`config.mk`:
```
export PLATFORM = sky130hd
export DESIGN_NAME = ex_case_decode_pipe
export DESIGN_NICKNAME = d
export VERILOG_FILES = /design/src/rtl/ex_case_decode_pipe.sv
export SDC_FILE = /design/constraint.sdc
export NUM_CORES = 1
export LEC_CHECK = 0
export BUFFER_PORTS_ARGS = -buffer_cell sky130_fd_sc_hd__clkbuf_2
export CAP_MARGIN = 10
export CORE_MARGIN = 3
export CORE_UTILIZATION = 51
export CTS_BUF_LIST = sky130_fd_sc_hd__clkbuf_8
export DETAILED_ROUTE_END_ITERATION = 12
export PLACE_DENSITY = 0.79
export SLEW_MARGIN = 0
export SYNTH_ARGS = -nofsm -noshare
export SYNTH_HDL_FRONTEND = slang
export SYNTH_SLANG_ARGS = --single-unit
```
`constraint.sdc`:
```
create_clock -name sclk -period 1.4 [get_ports sclk]
set_input_delay 0.07 -clock sclk [delete_from_list [all_inputs] [get_ports sclk]]
set_output_delay 0.07 -clock sclk [all_outputs]
set_load 0.05 [all_outputs]
```
`src/rtl/ex_case_decode_pipe.sv`:
```
// Address-decoded data transform: the top two address bits select one of four
// operations, and the result comes out PIPE cycles later with valid, region and miss flags.
module ex_case_decode_pipe #(
    parameter int DW    = 10,
    parameter int AW    = 8,
    parameter int OW    = 8,
    parameter int PIPE  = 2,
    parameter int CNT_W = 16
) (
    input  logic             sclk,
    input  logic             rst_n,
    input  logic             i_vld,
    input  logic [DW-1:0]    i_data,
    input  logic [AW-1:0]    i_addr,
    input  logic [1:0]       i_mode,
    input  logic             i_cnt_clr,
    output logic             o_dv,
    output logic [OW-1:0]    o_data,
    output logic [1:0]       o_region,
    output logic             o_miss,
    output logic [CNT_W-1:0] o_hit_cnt
);

    localparam logic [1:0] MODE_BYP  = 2'b01;
    localparam logic [1:0] MODE_MASK = 2'b10;

    // Clamp to all ones when any bit above the output width is set.
    function automatic logic [OW-1:0] f_sat(input logic [DW-1:0] data);
        logic [DW-1:0] v_hi;
        v_hi = data >> OW;
        if (v_hi != '0) begin
            f_sat = '1;
        end else begin
            f_sat = data[OW-1:0];
        end
    endfunction

    function automatic logic [OW-1:0] f_xform(input logic [DW-1:0] data,
                                              input logic [AW-1:0] addr,
                                              input logic [1:0]    mode);
        logic [OW-1:0] v_low;
        v_low   = data[OW-1:0];
        f_xform = v_low;
        if (mode != MODE_BYP) begin
            case (addr[AW-1:AW-2])
                2'd0:    f_xform = v_low;
                2'd1:    f_xform = ~v_low;
                2'd2:    f_xform = v_low + OW'(addr);
                default: f_xform = f_sat(data);
            endcase
        end
    endfunction

    logic [1:0]    w_rgn;
    logic          w_mask;
    logic          w_dv;
    logic          w_miss;
    logic [OW-1:0] w_dat;

    assign w_rgn  = i_addr[AW-1:AW-2];
    assign w_mask = (i_mode == MODE_MASK) && (w_rgn == 2'd3);
    assign w_dv   = i_vld && !w_mask;
    assign w_miss = i_vld && w_mask;
    assign w_dat  = f_xform(i_data, i_addr, i_mode);

    logic [PIPE-1:0] r_vld_p;
    logic [PIPE-1:0] r_miss_p;
    logic [OW-1:0]   r_dat_p [PIPE];
    logic [1:0]      r_rgn_p [PIPE];
    logic [CNT_W-1:0] r_hit_cnt;

    // Stage 0 captures the transformed sample; later stages shift it toward the output.
    // Data only advances alongside a valid, so the last stage holds the most recent result.
    always_ff @(posedge sclk or negedge rst_n) begin
        if (!rst_n) begin
            r_vld_p  <= '0;
            r_miss_p <= '0;
            for (int k = 0; k < PIPE; k++) begin
                r_dat_p[k] <= '0;
                r_rgn_p[k] <= '0;
            end
        end else begin
            r_vld_p[0]  <= w_dv;
            r_miss_p[0] <= w_miss;
            if (w_dv) begin
                r_dat_p[0] <= w_dat;
                r_rgn_p[0] <= w_rgn;
            end
            for (int k = 1; k < PIPE; k++) begin
                r_vld_p[k]  <= r_vld_p[k-1];
                r_miss_p[k] <= r_miss_p[k-1];
                if (r_vld_p[k-1]) begin
                    r_dat_p[k] <= r_dat_p[k-1];
                    r_rgn_p[k] <= r_rgn_p[k-1];
                end
            end
        end
    end

    // Output stage: count presented results, saturating; a clear beats an increment.
    always_ff @(posedge sclk or negedge rst_n) begin
        if (!rst_n) begin
            r_hit_cnt <= '0;
        end else if (i_cnt_clr) begin
            r_hit_cnt <= '0;
        end else if (r_vld_p[PIPE-1] && (r_hit_cnt != '1)) begin
            r_hit_cnt <= r_hit_cnt + CNT_W'(1);
        end
    end

    assign o_dv      = r_vld_p[PIPE-1];
    assign o_miss    = r_miss_p[PIPE-1];
    assign o_data    = r_dat_p[PIPE-1];
    assign o_region  = r_rgn_p[PIPE-1];
    assign o_hit_cnt = r_hit_cnt;

endmodule
```
# Word level (Yosys, flattened, before mapping)
# Cells that the tools add are included.
# word_totals
reg_bits	40
elab_cells	29
# classes
n_addsub	2
n_eq_ne	6
muxes	5
bitwise	1
n_reduce_logical	8
# op_table
operator	n
two-way mux 16 bit	2
case mux 8 bit (3 select lines)	1
adder 16 x 1 -> 16 bit, second input constant	1
two-way mux 8 bit	2
!= test 16 bit, second input constant	1
nonzero test 10 bit	1
adder 8 bit	1
inverter 8 bit	1
equality test 2 bit, second input constant	3
logical AND 1 bit	4
equality test 2 x 1 -> 1 bit, second input constant	1
logical NOT 2 bit	1
!= test 2 x 1 -> 1 bit, second input constant	1
nonzero test 2 bit	1
logical NOT 1 bit	1

# Longest topological paths before layout
# Gate-level depths: netlist (run 1).
# logic_depth
depth_word	4
ltp_mapped	7

# Least setup slack after synthesis (run 1)
# No wires, ideal clock.
# synth_timing
path_type	register -> register
start	register r_hit_cnt[0], in the netlist o_hit_cnt[0]
end	register r_hit_cnt[1], in the netlist o_hit_cnt[1]
setup_time_ns	0.127
arrival_time_ns	1.755
setup_slack_ns	-0.482
path_stages_with_launch	8
n_path_buf	1
period_less_slack_ns	1.882
cell_sequence	dfrtp_1 -> ha_1 -> and2_1 -> and3_1 -> buf_6 -> a21boi_2 -> mux2i_1 -> nor2_1
# synth_between
elab_chain_len	3
word_cells_on_any_way	6
cone_classes	1 x add/sub; 1 x eq/ne; 2 x mux; 2 x reduce/logical
# synth_rtl
element	line	text
from (decl)	70	logic [CNT_W-1:0] r_hit_cnt;
from (signal assigned)	107	r_hit_cnt <= r_hit_cnt + CNT_W'(1);
adder 16 x 1 -> 16 bit / != test 16 bit (equally long branches)	107, 106	
two-way mux 16 bit / logical AND 1 bit (equally long branches)	106	end else if (r_vld_p[PIPE-1] && (r_hit_cnt != '1)) begin
two-way mux 16 bit / nonzero test 2 bit (equally long branches)	-	
# Parallel ways exist; a longest one is shown, timed or not. The select of a mux whose other input is x is not followed.
# A chain may end at the register's enable or synchronous reset.

# Worst setup path in the final report (run 1)
# layout_timing
start	register r_hit_cnt[0], in the netlist o_hit_cnt[0]
end	register r_hit_cnt[14], in the netlist o_hit_cnt[14]
# The elaborated chain is that of the path after synthesis.

==> results of run 1 <==
## cells in the final DEF (no fill, tap or decap), types with 5 or more instances in the layout
cell type  count
mux2_2        10
nor2_1        28
dfrtp_1       23
xor2_1        11
dfrtp_2       17
o21ai_0        8
ha_1           7
clkbuf_8       5
buf_4         38
clkbuf_2      51
nand3_1        8
inv_1          6
a21oi_1       11
nand2_1       14
xnor2_1        6
## worst min-delay path by stage
stage | endpoint | slack [ns] | cells after the start | startpoint
finish | r_miss_p[0]$_DFF_PN0_ | 0.08 | 3 | i_vld
detailed placement | o_hit_cnt[0]$_DFFE_PN0P_ | 0.17 | 2 | rst_n
floorplan | o_data[0]$_DFFE_PN0P_ | -0.23 | 0 | rst_n
global route | r_miss_p[0]$_DFF_PN0_ | 0.09 | 3 | i_vld
CTS | r_miss_p[0]$_DFF_PN0_ | 0.08 | 3 | i_vld
global placement | o_hit_cnt[2]$_DFFE_PN0P_ | 0.16 | 2 | rst_n
## power breakdown
| group | total (mW) | switching, mW | internal [mW] |
|---|---|---|---|
| clock | 0.706 | 0.371 | 0.335 |
| combinational | 0.807 | 0.510 | 0.297 |
| sequential | 1.34 | 0.0728 | 1.27 |
## per-layer routing
| layer | wire [um] | vias up |
|---|---|---|
| met3 | 283 | 4 |
| met4 | 50 | 0 |
| li1 | - | 1036 |
| met2 | 2760 | 66 |
| met5 | 0 | - |
| met1 | 2500 | 1054 |
## cell usage after synthesis, drive strengths merged, types with 2 or more instances
cell type | number | share of area, %
o22ai | 2 | 0.52
buf | 18 | 5.2
clkbuf | 3 | 0.47
o21a | 2 | 0.63
nand4 | 4 | 1.0
inv | 5 | 0.78
nand4b | 2 | 0.73
nor2 | 30 | 4.7
xor2 | 11 | 4.0
o21ai | 10 | 2.1
o2111ai | 2 | 0.73
o211ai | 4 | 1.3
nand3b | 3 | 0.94
mux2 | 10 | 4.7
nor3 | 8 | 2.1
a21o | 2 | 0.63
a221oi | 2 | 0.73
o311ai | 2 | 0.73
ha | 8 | 4.2
nand2 | 14 | 2.2
nand3 | 10 | 2.3
nand2b | 4 | 1.0
nor2b | 3 | 0.78
a21oi | 14 | 2.9
o22a | 3 | 1.1
dfrtp | 40 | 42
a31oi | 2 | 0.52
a211oi | 3 | 1.1
o31ai | 2 | 0.63
xnor2 | 6 | 2.2
and3 | 5 | 1.3
## registers in the layout, summed over array words and instances (netlist names)
name	flops
r_rgn_p	2
r_miss_p	2
r_vld_p	2
o_hit_cnt	16
o_data	8
r_dat_p	8
o_region	2
## critical path, cell delays in order, from the launching register on
cell and delay (ns):
dfrtp_2 0.39, ha_4 0.15, nand3_1 0.20, nor3_2 0.26, nand4_1 0.15, xor2_1 0.16
nor2_1 0.06
## through the flow
step / hold slack, ns / setup WS [ns] / utilization (%) / instance area [um2]
finish: 0.0799 / -0.0935 / 69.6 / 3090
global placement: 0.156 / -0.141 / 66.7 / 2960
floorplan: -0.226 / -0.274 / - / 2500
CTS: 0.0753 / -0.0924 / 69.1 / 3070
global route: 0.0947 / -0.155 / 69.6 / 3090
detailed placement: 0.170 / -0.150 / 66.7 / 2960
## cells by family (layout without fill, tap and decap cells)
group	count (synthesis)	after routing	share of synthesized area (%)
multiplexers	11	11	5.11
XOR/XNOR	17	17	6.21
AND/OR/NAND/NOR	87	87	18.4
AO/OA/AOI/OAI	59	59	17.1
buffers and inverters	26	103	6.47
flip-flops	40	40	41.7
adder cells (fa/ha/maj)	9	9	5.01
## what timing repair did
action,in CTS,in global routing
endpoints found under the hold margin,40,0
setup buffers,0,1
setup endpoints to repair,11,16
cloned,0,0
hold buffers,1,0
resized for setup,3,3
pin swaps,6,5
## area by class of cell
type | instances | area, um2
fill | 346 | 1350
inverter | 5 | 18.8
tap | 52 | 65.1
sequential | 40 | 1020
timing repair buffer | 90 | 551
multi-input combinational | 183 | 1360
clock buffer | 5 | 68.8
clock inverter | 3 | 12.5
==> results.cfg, run 1 <==
[floorplan]
coreArea_um2 = 4440
die_w_um = 74.6
initial_utilization_pct = 54.0
fp-row-count = 24
die_h_um = 74.6
die_area_um2 = 5560
ios = 52

[route]
via_count = 2160
wl_per_cell_um = 14.8
drt-vias-per-instance = 5.71
totalWireLength_mm = 5.59
drt-initial-drc-count = 97
drc = 0
drt_pass1_iterations = 4
ant_nets = 0

[place]
dpl.hpwl_mm = 4.28
numPlacedInstances = 368
numPortBuffers = 51
gp_congestion = 0.922

[sta]
rsz0062_at_grt = yes
skew_ns = 0.0108
max-slew-margin-rel_pct = 67.0
fin_crit_sh_pct = 107
drv_slew = 0
layout_setup_ws_ns = -0.0935
finalSetupTns_ns = -0.573
timing.fmax_mhz = 670
setup_viol = 12
tightest_slew_ns = 0.496
hold_viol_final = 0
period_minus_slack_ns = 1.49

[power_and_ir_drop]
power_density_nw_per_um2 = 922
ir_worst_vdd_uv = 422
p_leak_nw = 1.42
power_mw = 2.85

[critical_path]
path_max_fanout = 4
ff2ff_path_depth = 6
r2r-start = o_hit_cnt[0]$_DFFE_PN0P_
critPathCaptureType = flop
startpoint_type = flop
rrSetupSlack_ns = -0.09
arrival_ns = 1.65
worstSetupStartpoint = o_hit_cnt[0]$_DFFE_PN0P_
crit_end = o_hit_cnt[14]$_DFFE_PN0P_
r2r-end = o_hit_cnt[14]$_DFFE_PN0P_
critPathKind = reg2reg
worstPathRequired_ns = 1.55

[clocking]
numCtsBuffers = 5
clk_pin_slew_ns = 0.08
tritoncts = yes
worstSkewPairLatency_ns = 0.29
cts.htree.levels = 2
clk_path_buf_depth = 2
cts-root-buf = clkbuf_8
cts_num_sinks = 40

[min_path]
hold_path_class = in2reg

[global_route]
use_met1_pct = 26.6
grt_pass1_wl_mm = 9.10
first_global_vias = 2041
grt_use_met2_pct = 36.0
grt_usage_pct = 21.0
grt_overflow = 0
met3_usage_pct = 3.92
grt_busiest_layer = met2
grt_max_degree = 41
antenna_found_initial = 0

[cells_and_area]
synthToLayoutAreaGrowth_pct = 29.0
drive_gt1_share_pct = 45.4
antennaDiodeCount = 0
nets = 358
final_cells = 378

[synthesis]
async_flop_share_pct = 100
synthesis.area_um2 = 2400
yosysSeqAreaShare_pct = 41.7
ys_ff_latch = 40
ys_warn_count = 0
synthCells = 249
avgSynthCellArea_um2 = 9.63
synth_nets = 282
ys_types = 54
synth_flop_cell = dfrtp_1
synth_edf_count = 0

[outcome]
status = finished with violations
violations = setup timing

[job]
cap_violations = 0
(Power assumes the default switching activity.)
==> run 2: changes to the inputs <==
Clock period 1.4 ns to 1.31 ns, I/O delays scaled along.
==> run 2 against run 1 <==
Net effect:
- the run still ends with setup timing left
- first-iteration DRC count down 38%
- cell count up 1.6%
- worst hold slack got worse by 0.021 ns
- sequential share of layout area fell by 1.4 points
- maximum frequency is essentially flat
- final area rose by 4.4%
- non-clock buffer count up 6
- critical path depth is the same
- critical path type unchanged
- largest cell class unchanged
==> results.cfg, run 2 (synthesis results as in run 1) <==
[min_path]
worstHoldStart = i_vld
holdPathStages = 3
hold_path_class = in2reg
hold_path_end = r_miss_p[0]$_DFF_PN0_

[cells_and_area]
drive_gt1_share_pct = 47.9
layout_common_cells = clkbuf_2, buf_4, nor2_1, dfrtp_1, dfrtp_2
largest_reg_flops = 16
final_cells = 384
final_core_util_pct = 72.7
layout_commonest_cell = clkbuf_2
antennaDiodeCount = 0
nets = 364
synthToLayoutAreaGrowth_pct = 34.7

[route]
ant_nets = 0
drt-vias-per-instance = 5.79
drt-initial-drc-count = 60
drt_pass1_iterations = 4
drc = 0
via_count = 2224
totalWireLength_mm = 5.71
wl_per_cell_um = 14.9

[place]
dpl.hpwl_mm = 4.35
numPlacedInstances = 374
gp_congestion = 0.886
pre_cts_ws_ns = -0.232
numPortBuffers = 51

[sta]
max-slew-margin-rel_pct = 74.0
setup_viol = 14
fin_crit_sh_pct = 114
hold_ws_ns = 0.0591
skew_ns = 0.0103
timing.fmax_mhz = 669
rsz0062_at_grt = yes
layout_setup_ws_ns = -0.185
tightest_slew_ns = 0.389
period_minus_slack_ns = 1.49
hold_viol_final = 0
drv_slew = 0

[clocking]
numCtsBuffers = 5
cts.htree.levels = 2
cts_num_sinks = 40
tritoncts = yes
clk_pin_slew_ns = 0.08
cts-root-buf = clkbuf_8
clk_path_buf_depth = 2
worstSkewPairLatency_ns = 0.29

[global_route]
grt_max_degree = 41
first_global_vias = 2125
antenna_found_initial = 0
grt_usage_pct = 21.9
grt_pass1_wl_mm = 9.31
grt_overflow = 0

[critical_path]
critPathKind = reg2reg
path_max_fanout = 4
arrival_ns = 1.65
ff2ff_path_depth = 6
r2r-start = o_hit_cnt[1]$_DFFE_PN0P_
worstPathRequired_ns = 1.47
rrSetupSlack_ns = -0.18
critPathCaptureType = flop
r2r-end = o_hit_cnt[7]$_DFFE_PN0P_
startpoint_type = flop
worstSetupStartpoint = o_hit_cnt[1]$_DFFE_PN0P_

[job]
cap_violations = 0

[floorplan]
die_area_um2 = 5560
coreArea_um2 = 4440
die_h_um = 74.6
die_w_um = 74.6
ios = 52
fp-row-count = 24
initial_utilization_pct = 54.0

[power_and_ir_drop]
power_density_nw_per_um2 = 1050
ir_worst_vdd_uv = 632
p_leak_nw = 1.48
power_mw = 3.40

[outcome]
status = finished with violations
violations = setup timing
run 2: cell types whose count changed in the layout (fill, tap and decap cells not counted), moves of 2 or more:
| cell | change |
|---|---|
| buf_4 | +5 |
| clkbuf_8 | +2 |
| inv_1 | -2 |
| nand3_1 | -2 |
| nand3_2 | +2 |
run 2: critical path: stages, from the launching register on:
cell and delay [ns]:
dfrtp_2 0.39, buf_4 0.13, nand4_1 0.19, nor2_2 0.25
o211ai_1 0.14, xor2_1 0.19, nor2_1 0.07
run 2: through the flow:
| step | TNS, ns | instance area [um2] |
|---|---|---|
| after floorplan | -3.50 | 2510 |
| after global placement | -2.01 | 3030 |
| after detailed placement | -2.75 | 3030 |
| after CTS | -1.67 | 3200 |
| after global routing | -2.90 | 3230 |
| final | -1.81 | 3230 |
run 2: where the power goes:
part / internal, mW / switching, mW
registers: 1.35 / 0.0708
logic: 0.331 / 0.552
clock network: 0.672 / 0.422
total: 2.36 / 1.04
run 2: worst max path at each step:
stage / to / cells after the start
after global placement: r_dat_p[12]$_DFFE_PN0P_ / 8
after CTS: o_hit_cnt[1]$_DFFE_PN0P_ / 6
final: o_hit_cnt[7]$_DFFE_PN0P_ / 6
after global routing: o_hit_cnt[7]$_DFFE_PN0P_ / 6
after floorplan: o_hit_cnt[1]$_DFFE_PN0P_ / 7
after detailed placement: r_dat_p[10]$_DFFE_PN0P_ / 7
run 2: timing repair:
| item | CTS | global route |
|---|---|---|
| hold buffers | 1 | 0 |
| endpoints found under the hold margin | 40 | 0 |
| gates resized for setup | 4 | 7 |
| pin swaps | 7 | 6 |
| setup endpoints to repair | 15 | 17 |
| setup buffers | 1 | 0 |
run 2: layer usage:
metal  wire length, um  vias to the layer above  track usage (%)  share of wire (%)
li1                  -                     1058                -                  -
met1              2360                     1088             26.1                 41
met2              2930                       69             38.0                 51
met3               289                        9             3.65                5.1
met4               128                        0             10.9                2.2
met5                 0                        -                0                  0
run 2: area by class of cell:
cell class | count | area [um2]
multi-input cells | 183 | 1390
fillers | 320 | 1210
flip-flops and latches | 40 | 1020
repair buffers | 96 | 608
clock buffers | 7 | 96.3
well taps | 52 | 65.1
clock inverters | 1 | 30.0
inverters | 5 | 18.8
